### config.mk
export PLATFORM = sky130hd
export DESIGN_NAME = instr_dispatch_fsm_flat
export DESIGN_NICKNAME = d
export VERILOG_FILES = /design/src/rtl/instr_dispatch_fsm_if.sv /design/src/rtl/instr_dispatch_fsm.sv /design/src/flat_wrapper.sv
export SDC_FILE = /design/constraint.sdc
export NUM_CORES = 1
export LEC_CHECK = 0
export ABC_CLOCK_PERIOD_IN_PS = 4500
export CORE_MARGIN = 2
export CORE_UTILIZATION = 40
export CTS_CLUSTER_SIZE = 28
export DETAILED_ROUTE_END_ITERATION = 16
export PLACE_DENSITY = 0.73
export SETUP_SLACK_MARGIN = 0.02
export SLEW_MARGIN = 20
export SYNTH_ARGS = -nofsm -noshare
export SYNTH_HDL_FRONTEND = slang
export SYNTH_SLANG_ARGS = --single-unit
### constraint.sdc
create_clock -name clk -period 4.5 [get_ports clk]
set_input_delay 0.9 -clock clk [delete_from_list [all_inputs] [get_ports clk]]
set_output_delay 0.9 -clock clk [all_outputs]
set_load 0.005 [all_outputs]
### src/rtl/instr_dispatch_fsm_if.sv
// Sequencer bus: instruction handshake in, operand/start fan-out
// to the execution FSMs, done fan-in and status back out.
interface instr_dispatch_fsm_if #(
  parameter int CNT_W = 16
) ();
  logic             instr_valid;
  logic [15:0]      instr;
  logic             instr_ready;
  logic [3:0]       opCode;
  logic [5:0]       Ri;
  logic [5:0]       num;
  logic             mov_start;
  logic             movi_start;
  logic             alu_start;
  logic             alui_start;
  logic             mov_done;
  logic             movi_done;
  logic             alu_done;
  logic             alui_done;
  logic             busy;
  logic             halted;
  logic             protocol_err;
  logic             timeout;
  logic [CNT_W-1:0] retired;

  modport master (
    input  instr_valid, instr,
    input  mov_done, movi_done,
    input  alu_done, alui_done,
    output instr_ready, opCode, Ri, num,
    output mov_start, movi_start,
    output alu_start, alui_start,
    output busy, halted, protocol_err,
    output timeout, retired
  );

  modport slave (
    output instr_valid, instr,
    output mov_done, movi_done,
    output alu_done, alui_done,
    input  instr_ready, opCode, Ri, num,
    input  mov_start, movi_start,
    input  alu_start, alui_start,
    input  busy, halted, protocol_err,
    input  timeout, retired
  );
endinterface

### src/rtl/instr_dispatch_fsm.sv
// Instruction sequencer: one execution FSM owns the bus at a time.
// Optional WAIT watchdog enabled by defining CTRL_TIMEOUT_EN.
module instr_dispatch_fsm #(
  parameter int TIMEOUT_CYCLES = 32,
  parameter int CNT_W          = 16
) (
  input logic                  clk,
  input logic                  reset,
  instr_dispatch_fsm_if.master bus
);
  typedef enum logic [1:0] {
    IDLE,
    DISPATCH,
    WAIT,
    HALTED
  } state_t;

  state_t           state_q, state_d;
  logic [3:0]       sel_q, sel_d;
  logic             halt_q, halt_d;
  logic [3:0]       op_q;
  logic [5:0]       ri_q;
  logic [5:0]       num_q;
  logic [CNT_W-1:0] ret_q;
  logic             perr_q;
  logic             tmo_q;
  logic [3:0]       done_v;
  logic             accept;
  logic             sel_done;
  logic             stray_done;
  logic             retire;
  logic             tmo_hit;

  // unit vectors are ordered {alui, alu, movi, mov}
  assign done_v = {bus.alui_done, bus.alu_done,
                   bus.movi_done, bus.mov_done};

  assign accept   = bus.instr_valid && (state_q == IDLE);
  assign sel_done = |(done_v & sel_q);

  assign stray_done = (|(done_v & ~sel_q)) ||
                      ((|done_v) && (state_q != WAIT));

  always_comb begin
    sel_d  = 4'b0000;
    halt_d = 1'b0;
    unique case (1'b1)
      bus.instr[15]:                  sel_d  = 4'b0100;
      bus.instr[15:14] == 2'b01:      sel_d  = 4'b1000;
      bus.instr[15:12] == 4'h1:       sel_d  = 4'b0001;
      bus.instr[15:12] == 4'h2:       sel_d  = 4'b0010;
      bus.instr[15:12] == 4'h3:       halt_d = 1'b1;
      default: ;
    endcase
  end

`ifdef CTRL_TIMEOUT_EN
  localparam int TW = $clog2(TIMEOUT_CYCLES + 1);

  logic [TW-1:0] wcnt_q;

  always_ff @(posedge clk) begin
    if (reset) begin
      wcnt_q <= '0;
    end else if (state_q == DISPATCH) begin
      wcnt_q <= '0;
    end else if (state_q == WAIT) begin
      wcnt_q <= wcnt_q + TW'(1);
    end
  end

  // a done landing on the last WAIT cycle still retires
  assign tmo_hit = (state_q == WAIT) && !sel_done &&
                   (wcnt_q == TW'(TIMEOUT_CYCLES - 1));
`else
  assign tmo_hit = 1'b0;
`endif

  always_comb begin
    state_d = state_q;
    retire  = 1'b0;
    unique case (state_q)
      IDLE: begin
        if (accept) state_d = DISPATCH;
      end
      DISPATCH: begin
        if (halt_q) begin
          state_d = HALTED;
        end else if (sel_q == 4'b0000) begin
          state_d = IDLE;
          retire  = 1'b1;
        end else begin
          state_d = WAIT;
        end
      end
      WAIT: begin
        if (sel_done) begin
          state_d = IDLE;
          retire  = 1'b1;
        end else if (tmo_hit) begin
          state_d = IDLE;
        end
      end
      HALTED: ;
    endcase
  end

  always_ff @(posedge clk) begin
    if (reset) begin
      state_q <= IDLE;
      sel_q   <= 4'b0000;
      halt_q  <= 1'b0;
      op_q    <= 4'h0;
      ri_q    <= 6'h00;
      num_q   <= 6'h00;
      ret_q   <= '0;
      perr_q  <= 1'b0;
      tmo_q   <= 1'b0;
    end else begin
      state_q <= state_d;
      if (accept) begin
        sel_q  <= sel_d;
        halt_q <= halt_d;
        op_q   <= bus.instr[15:12];
        ri_q   <= bus.instr[11:6];
        num_q  <= bus.instr[5:0];
      end
      if (retire)     ret_q  <= ret_q + CNT_W'(1);
      if (stray_done) perr_q <= 1'b1;
      if (tmo_hit)    tmo_q  <= 1'b1;
    end
  end

  assign bus.instr_ready  = (state_q == IDLE);
  assign bus.busy         = (state_q == DISPATCH) ||
                            (state_q == WAIT);
  assign bus.halted       = (state_q == HALTED);
  assign bus.opCode       = op_q;
  assign bus.Ri           = ri_q;
  assign bus.num          = num_q;
  assign bus.protocol_err = perr_q;
  assign bus.timeout      = tmo_q;
  assign bus.retired      = ret_q;

  assign {bus.alui_start, bus.alu_start,
          bus.movi_start, bus.mov_start} =
    (state_q == DISPATCH) ? sel_q : 4'b0000;
endmodule

### src/flat_wrapper.sv
// flat-port wrapper written by rule: the top's interface ports become plain ports
module instr_dispatch_fsm_flat 
#(
  parameter int TIMEOUT_CYCLES = 32,
  parameter int CNT_W          = 16
)
  (clk, reset, bus_instr_valid, bus_instr, bus_mov_done, bus_movi_done, bus_alu_done, bus_alui_done, bus_instr_ready, bus_opCode, bus_Ri, bus_num, bus_mov_start, bus_movi_start, bus_alu_start, bus_alui_start, bus_busy, bus_halted, bus_protocol_err, bus_timeout, bus_retired);
  instr_dispatch_fsm_if #(.CNT_W(CNT_W)) bus_i ();
  input logic clk;
  input logic reset;
  input wire logic [$bits(bus_i.instr_valid)-1:0] bus_instr_valid;
  input wire logic [$bits(bus_i.instr)-1:0] bus_instr;
  input wire logic [$bits(bus_i.mov_done)-1:0] bus_mov_done;
  input wire logic [$bits(bus_i.movi_done)-1:0] bus_movi_done;
  input wire logic [$bits(bus_i.alu_done)-1:0] bus_alu_done;
  input wire logic [$bits(bus_i.alui_done)-1:0] bus_alui_done;
  output wire logic [$bits(bus_i.instr_ready)-1:0] bus_instr_ready;
  output wire logic [$bits(bus_i.opCode)-1:0] bus_opCode;
  output wire logic [$bits(bus_i.Ri)-1:0] bus_Ri;
  output wire logic [$bits(bus_i.num)-1:0] bus_num;
  output wire logic [$bits(bus_i.mov_start)-1:0] bus_mov_start;
  output wire logic [$bits(bus_i.movi_start)-1:0] bus_movi_start;
  output wire logic [$bits(bus_i.alu_start)-1:0] bus_alu_start;
  output wire logic [$bits(bus_i.alui_start)-1:0] bus_alui_start;
  output wire logic [$bits(bus_i.busy)-1:0] bus_busy;
  output wire logic [$bits(bus_i.halted)-1:0] bus_halted;
  output wire logic [$bits(bus_i.protocol_err)-1:0] bus_protocol_err;
  output wire logic [$bits(bus_i.timeout)-1:0] bus_timeout;
  output wire logic [$bits(bus_i.retired)-1:0] bus_retired;
  assign bus_i.instr_valid = bus_instr_valid;
  assign bus_i.instr = bus_instr;
  assign bus_i.mov_done = bus_mov_done;
  assign bus_i.movi_done = bus_movi_done;
  assign bus_i.alu_done = bus_alu_done;
  assign bus_i.alui_done = bus_alui_done;
  assign bus_instr_ready = bus_i.instr_ready;
  assign bus_opCode = bus_i.opCode;
  assign bus_Ri = bus_i.Ri;
  assign bus_num = bus_i.num;
  assign bus_mov_start = bus_i.mov_start;
  assign bus_movi_start = bus_i.movi_start;
  assign bus_alu_start = bus_i.alu_start;
  assign bus_alui_start = bus_i.alui_start;
  assign bus_busy = bus_i.busy;
  assign bus_halted = bus_i.halted;
  assign bus_protocol_err = bus_i.protocol_err;
  assign bus_timeout = bus_i.timeout;
  assign bus_retired = bus_i.retired;
  instr_dispatch_fsm #(.TIMEOUT_CYCLES(TIMEOUT_CYCLES), .CNT_W(CNT_W)) u_core (.clk(clk), .reset(reset), .bus(bus_i));
endmodule
After elaboration in Yosys (flattened, before gate mapping)
Cells that the tools add are included.

cells by class
  mux-type cells = 12
  add/sub/neg operators = 1
  equality and inequality tests = 10
  bitwise operators = 3
  reduce and logical (&&, ||, !) cells = 11

operator list
  operator                                                         count
  16-bit by 1-bit adder with 16-bit output, second input constant  1
  4-bit case mux with 4 select lines                               1
  4-bit OR reduction                                               3
  4-bit bitwise AND                                                2
  4-bit by 2-bit == test with 1-bit output, second input constant  2
  2-bit two-way mux                                                4
  2-bit case mux with 3 select lines                               1
  2-bit by 1-bit == test with 1-bit output, second input constant  2
  2-bit == test, second input constant                             2
  4-bit by 1-bit == test with 1-bit output, second input constant  1
  4-bit logical NOT                                                1
  1-bit two-way mux                                                4
  4-bit two-way mux                                                1
  2-bit by 1-bit != test with 1-bit output, second input constant  2
  4-bit inverter                                                   1
  3-bit AND reduction                                              1
  3-bit nonzero test                                               1
  1-bit logical AND                                                2
  2-bit logical NOT                                                1
  1-bit logical OR                                                 2
  2-bit != test, second input constant                             1
  1-bit case mux with 2 select lines                               1

word-level totals
  output and inout bits = 41
  input port bits = 23
  logic and storage cells = 45
  bits in registers = 40

Depth between registers and ports, before layout
Gate-level depths: netlist of the first run.

  depth after elaboration = 4
  gate-level depth with buffers = 7
  mapped depth without buffers = 7

Least setup slack after synthesis of the first run
OpenSTA, ideal clock, no wires.

  path kind = input-to-reg
  from = input bus_mov_done
  to = register u_core.ret_q[15], in the netlist u_core.bus.retired[15]
  arrival = 2102 ps
  stages = 5
  path slack = 2278 ps
  buffers on the path = 0
  cell sequence = a22oi_1 -> a2111oi_2 -> o21ai_0 -> nor2_1 -> mux2_2

between the ends
  cells in the longest elaborated chain, start to end = 4

ends and longest elaborated chain
  item                                RTL line                   source
  start, declared                     flat_wrapper.sv:13         input wire logic [$bits(bus_i.mov_done)-1:0] bus_mov_done;
  4-bit bitwise AND                   instr_dispatch_fsm.sv:39   assign sel_done = |(done_v & sel_q);
  4-bit OR reduction                  instr_dispatch_fsm.sv:39
  1-bit two-way mux                   instr_dispatch_fsm.sv:97   if (sel_done) begin
  1-bit case mux with 2 select lines  instr_dispatch_fsm.sv:82   unique case (state_q)
  end signal, assigned                instr_dispatch_fsm.sv:128  if (retire) ret_q <= ret_q + CNT_W'(1);
  end, declared                       instr_dispatch_fsm.sv:24   logic [CNT_W-1:0] ret_q;

Every way passes these cells.
A chain may end at the register's enable or synchronous reset.

Final worst setup path of the first run
Ends and elaborated chain as after synthesis.

==> impl_metrics.env, run 1 <==
export IMPL_outcome="complete, no violations"
export IMPL_min_period_over_period=0.598
export IMPL_die_area_um2=5030
export IMPL_crit_slowest_cell="a2111oi_2"
export IMPL_cts_root_buf="clkbuf_8"
export IMPL_ys_warn_count=0
export IMPL_hold_viol_final=0
export IMPL_cp_end_kind="register"
export IMPL_p_per_area_nw_per_um2=287
export IMPL_hold_buffers=0
export IMPL_p_leak_nw=0.885
export IMPL_post_place_ws_ns=1.51
export IMPL_initial_core_util=0.415
export IMPL_critical_path_top_delay_family="compound AO/OA/AOI/OAI gates"
export IMPL_port_buffers=62
export IMPL_async_flop_share=0
export IMPL_tns_ns=0
export IMPL_finalCoreUtilization=0.587
export IMPL_tritoncts="done"
export IMPL_layout_nets=307
export IMPL_clock_sinks=40
export IMPL_gr_total_overflow=0
export IMPL_grt_pass1_vias=1554
export IMPL_place_congestion=0.777
export IMPL_cts_setup_buffers=0
export IMPL_syn_inst=218
export IMPL_area_growth_pct=41.6
export IMPL_path_cells="clkdlybuf4s50_1 -> a22oi_1 -> a2111oi_2 -> o21ai_0 -> nor2_1 -> mux2_2"
export IMPL_n_fill_cell=415
export IMPL_r2r_slack_ns=2.21
export IMPL_drc=0
export IMPL_required_ns=4.68
export IMPL_synth_seq_cells=40
export IMPL_ys_seq_area_frac=0.447
export IMPL_relSlewSlack=0.506
export IMPL_num_vias=1698
export IMPL_maxCapViolCount=0
export IMPL_pin_count=64
export IMPL_place_inst=324
export IMPL_antenna_found_initial=0
export IMPL_max_stage_delay_ns=0.70
export IMPL_wire_per_inst_um=13.1
export IMPL_drive_gt1_frac=0.0571
export IMPL_initialDrtViolationCount=138
export IMPL_ir_drop_mv=0.152
export IMPL_crit_path_max_fanout=6
export IMPL_cts_max_path_buffers=2
export IMPL_critical_path_arrival_ns=2.87
export IMPL_cts_htree_levels=2
export IMPL_drv_slew=0
export IMPL_antenna_cells=0
export IMPL_hold_path_class="reg -> reg"
export IMPL_clkLatencyLatePin_ns=0.29
export IMPL_postRouteAntennaNets=0
export IMPL_vias_per_cell=5.11
export IMPL_setup_viol=0
export IMPL_fin_ws_ns=1.81
export IMPL_core_area_um2=4320
export IMPL_drt_total_wl_um=4360
export IMPL_final_cells=332
export IMPL_clkTransAtPathRegs_ns=0.08
export IMPL_dr_pass1_iters=4
export IMPL_crit_path_start_kind="input pin"
export IMPL_avgSynthCellArea_um2=8.22
export IMPL_hpwl_um=3030
export IMPL_worstPathBufferInverterCount=1
export IMPL_die_y_um=71.0
export IMPL_synth_cell_types=36
export IMPL_ctsResizeCount=0
export IMPL_min_period_ns=2.69
export IMPL_worstMarginPinSlew_ns=0.739
export IMPL_grt_max_degree=42
export IMPL_grt_pass1_wl_um=7130
export IMPL_crit_type="in -> reg"
export IMPL_rsz0062_at_grt="no"
export IMPL_synthFlopType="dfxtp_1"
export IMPL_die_w_um=71.0
export IMPL_grt_usage=0.175
export IMPL_synth_edf_count=0
export IMPL_fmax_mhz=372
export IMPL_synth_cell_area_um2=1790
export IMPL_rows=24
export IMPL_fin_skew_ns=0.00456
export IMPL_syn_num_nets=246
export IMPL_cts_inserted_buffers=5
per-layer routing:
layer  wire length (µm)  up-vias  global-route usage
li1                   -      865                   -
met1               2160      787               0.235
met2               1960       42               0.278
met3                202        4              0.0442
met4                 40        0              0.0566
met5                  0        -                   0
worst register-to-register path, delay by kind of cell, from the launching register on:
family	cells	cell delay [ns]
buf+inv	1	0.09
simple gates	2	0.22
fa+ha+maj	1	0.33
compound gates	2	0.83
flops	1	0.37
mux	1	0.33
flip-flops by register name, summed over array words and instances, names as in the netlist:
| name | flops |
|---|---|
| u_core.state_q | 2 |
| u_core.halt_q | 1 |
| u_core.bus.protocol_err | 1 |
| u_core.bus.retired | 16 |
| u_core.bus.opCode | 4 |
| u_core.bus.num | 6 |
| u_core.sel_q | 4 |
| u_core.bus.Ri | 6 |
layout by cell type, fill, tap and decap left out, types with 2 or more instances in the layout:
cell | Yosys | final
clkdlybuf4s50_1 | 0 | 62
or3_1 | 2 | 2
nand4_1 | 4 | 4
nand2_1 | 44 | 44
nor2_1 | 27 | 27
a21oi_1 | 26 | 26
o21ai_0 | 8 | 8
and2_1 | 4 | 4
nor2b_1 | 3 | 3
o211ai_1 | 6 | 6
a22oi_1 | 2 | 2
inv_1 | 5 | 5
clkbuf_8 | 0 | 6
dfxtp_1 | 40 | 40
xor2_1 | 12 | 12
ha_1 | 5 | 5
o2111ai_1 | 2 | 2
synthesized netlist by cell type, types with 2 or more instances:
master | n | area share
nand2_1 | 44 | 0.092
dfxtp_1 | 40 | 0.45
nor2_1 | 27 | 0.057
a21oi_1 | 26 | 0.073
xor2_1 | 12 | 0.059
o21ai_0 | 8 | 0.022
clkbuf_1 | 7 | 0.015
o211ai_1 | 6 | 0.025
ha_1 | 5 | 0.035
inv_1 | 5 | 0.010
and2_1 | 4 | 0.014
nand4_1 | 4 | 0.014
nor2b_1 | 3 | 0.010
a22oi_1 | 2 | 0.0084
buf_4 | 2 | 0.0084
o2111ai_1 | 2 | 0.0098
or3_1 | 2 | 0.0070
worst paths after layout:
kind,to,from,cells past startpoint
worst max register to register,u_core.bus.retired[15],u_core.state_q[0],7
worst min register to register,u_core.bus.Ri[5],u_core.bus.Ri[5],2
worst min-delay path,u_core.bus.Ri[5],u_core.bus.Ri[5],2
worst max-delay path,u_core.bus.retired[15],bus_mov_done,6
stage by stage:
| step | power (mW) | cell area, µm² | hold WS (ns) |
|---|---|---|---|
| after floorplan | 0.432 | 1790 | 0.452 |
| after global placement | 0.489 | 2440 | 0.441 |
| after detailed placement | 0.490 | 2440 | 0.448 |
| after CTS | 0.737 | 2540 | 0.459 |
| after global routing | 0.765 | 2540 | 0.478 |
| final | 0.729 | 2540 | 0.456 |
cell type report:
class	count	area (µm²)	area share
clock inverters	1	7.51	0.00296
inverters	5	18.8	0.00739
clock buffers	7	86.3	0.0340
flip-flops and latches	40	801	0.315
well taps	52	65.1	0.0256
multi-input cells	164	932	0.367
repair buffers	63	628	0.247
kinds of logic (layout without fill, tap and decap cells):
group	count (synthesis)	after routing	share of synthesized area
other cells	1	1	0.00209
xor+xnor	12	12	0.0586
simple gates	96	96	0.251
buf+inv	14	76	0.0335
compound gates	49	49	0.167
flops	40	40	0.447
fa+ha+maj	5	5	0.0349
mux	1	1	0.00628
power breakdown:
part,internal (mW),switching (mW),leakage (nW)
Clock,0.125,0.123,0.0445
Combinational,0.0562,0.0483,0.515
Sequential,0.367,0.00939,0.326
Power figures use the tool's default switching activity.
==> run 2: changes to the inputs <==
--- a/config.mk
+++ b/config.mk
@@ -5,12 +5,12 @@
 export SDC_FILE = /design/constraint.sdc
 export NUM_CORES = 1
 export LEC_CHECK = 0
-export ABC_CLOCK_PERIOD_IN_PS = 4500
+export ABC_CLOCK_PERIOD_IN_PS = 2300
 export CORE_MARGIN = 2
 export CORE_UTILIZATION = 40
 export CTS_CLUSTER_SIZE = 28
 export DETAILED_ROUTE_END_ITERATION = 16
-export PLACE_DENSITY = 0.73
+export PLACE_DENSITY = 0.75
 export SETUP_SLACK_MARGIN = 0.02
 export SLEW_MARGIN = 20
 export SYNTH_ARGS = -nofsm -noshare
==> constraint.sdc (replaced) <==
create_clock -name clk -period 2.3 [get_ports clk]
set_input_delay 0.46 -clock clk [delete_from_list [all_inputs] [get_ports clk]]
set_output_delay 0.46 -clock clk [all_outputs]
set_load 0.005 [all_outputs]
==> impl_metrics.env, run 2 (synthesis results as in run 1) <==
export IMPL_antenna_cells=0
export IMPL_hold_start="u_core.bus.Ri[2]"
export IMPL_cts_max_path_buffers=2
export IMPL_hpwl_um=3140
export IMPL_critical_path_arrival_ns=1.63
export IMPL_tns_ns=0
export IMPL_area_growth_pct=44.0
export IMPL_post_place_ws_ns=0.0883
export IMPL_initialDrtViolationCount=125
export IMPL_grt_max_degree=16
export IMPL_crit_path_start_kind="register"
export IMPL_dr_pass1_iters=4
export IMPL_cts_root_buf="clkbuf_8"
export IMPL_n_fill_cell=401
export IMPL_die_area_um2=5030
export IMPL_tritoncts="done"
export IMPL_cts_inserted_buffers=5
export IMPL_port_buffers=62
export IMPL_place_congestion=0.780
export IMPL_r2r_start="u_core.sel_q[0]"
export IMPL_p_leak_nw=0.923
export IMPL_cts_setup_buffers=0
export IMPL_p_per_area_nw_per_um2=536
export IMPL_max_stage_delay_ns=0.48
export IMPL_ir_drop_mv=0.336
export IMPL_final_cells=339
export IMPL_pin_count=64
export IMPL_initial_core_util=0.415
export IMPL_ctsResizeCount=0
export IMPL_antenna_found_initial=0
export IMPL_rows=24
export IMPL_drv_slew=0
export IMPL_place_inst=332
export IMPL_clkTransAtPathRegs_ns=0.07
export IMPL_ff2ff_path_depth=5
export IMPL_rsz0062_at_grt="no"
export IMPL_hold_path_end="u_core.bus.Ri[2]"
export IMPL_crit_path_max_fanout=7
export IMPL_path_cells="inv_1 -> ha_1 -> and2_2 -> clkdlybuf4s50_1"
export IMPL_drc=0
export IMPL_r2r_slack_ns=0.32
export IMPL_die_w_um=71.0
export IMPL_cp_end_kind="output port"
export IMPL_fin_ws_ns=0.214
export IMPL_hold_buffers=0
export IMPL_maxCapViolCount=0
export IMPL_grt_usage=0.175
export IMPL_fin_skew_ns=0.00382
export IMPL_clock_sinks=40
export IMPL_layout_nets=315
export IMPL_largest_register_ffs=16
export IMPL_min_period_over_period=0.907
export IMPL_worstPathBufferInverterCount=2
export IMPL_most_common_layout_cells="62 x clkdlybuf4s50_1, 44 x nand2_1, 40 x dfxtp_1"
export IMPL_postRouteAntennaNets=0
export IMPL_vias_per_cell=5.01
export IMPL_core_area_um2=4320
export IMPL_crit_slowest_cell="clkdlybuf4s50_1"
export IMPL_min_period_ns=2.09
export IMPL_whs_path_depth=2
export IMPL_gr_total_overflow=0
export IMPL_cts_htree_levels=2
export IMPL_hold_viol_final=0
export IMPL_mostFrequentLayoutCell="clkdlybuf4s50_1"
export IMPL_crit_type="reg -> out"
export IMPL_critical_path_top_delay_family="buffers and inverters"
export IMPL_drt_total_wl_um=4310
export IMPL_num_vias=1698
export IMPL_wire_per_inst_um=12.7
export IMPL_setup_viol=0
export IMPL_clkLatencyLatePin_ns=0.29
export IMPL_rr_endpoint="u_core.bus.retired[15]"
export IMPL_fmax_mhz=479
export IMPL_required_ns=1.84
export IMPL_drive_gt1_frac=0.0801
export IMPL_grt_pass1_vias=1542
export IMPL_hold_path_class="reg -> reg"
export IMPL_grt_pass1_wl_um=7000
export IMPL_die_y_um=71.0
export IMPL_outcome="complete, no violations"
run 2: where the power goes:
group          switching (mW)  internal, mW  total [mW]  leakage (nW)
clock                   0.230         0.206       0.437        0.0410
combinational          0.0948         0.118       0.212         0.556
sequential             0.0170         0.719       0.736         0.326
run 2: worst max-delay path by stage:
stage | startpoint | cells after the start | slack (ns) | end
4_1_cts | u_core.state_q[1] | 4 | 0.19 | bus_mov_start
5_1_grt | u_core.state_q[1] | 4 | 0.08 | bus_mov_start
3_5_place_dp | bus_mov_done | 6 | 0.09 | u_core.bus.retired[15]
3_3_place_gp | bus_mov_done | 6 | 0.12 | u_core.bus.retired[15]
2_1_floorplan | u_core.sel_q[0] | 5 | 0.31 | u_core.bus.retired[15]
6_report | u_core.state_q[1] | 4 | 0.21 | bus_mov_start
run 2: metal layers:
layer,global-route usage,part of all wire,vias to the layer above
met5,0,0,-
met4,0.0587,0.013,0
met3,0.0627,0.069,4
met2,0.263,0.46,55
met1,0.235,0.46,760
li1,-,-,879
run 2: metrics by stage:
stage	hold WS, ns	util	total power, mW	cell area [µm²]
final	0.453	0.597	1.38	2580
after CTS	0.456	0.597	1.40	2580
after floorplan	0.452	-	0.846	1790
after global placement	0.442	0.579	0.964	2500
after detailed placement	0.446	0.579	0.966	2500
after global routing	0.473	0.597	1.45	2580
run 2: worst reg2reg max path, delay by kind of cell (launching register included):
kind               cells  cell delay [ns]
DFF                    1             0.36
muxes                  1             0.33
and+or+nand+nor        3             1.05
AOI/OAI and AO/OA      1             0.14
run 2: area by class of cell:
cell class	instances	area (µm²)	area share
clock buffers	6	72.6	0.0281
clock inverters	1	5.00	0.00194
inverters	5	18.8	0.00727
multi-input cells	164	932	0.361
flip-flops and latches	40	801	0.310
well taps	52	65.1	0.0252
repair buffers	71	688	0.266
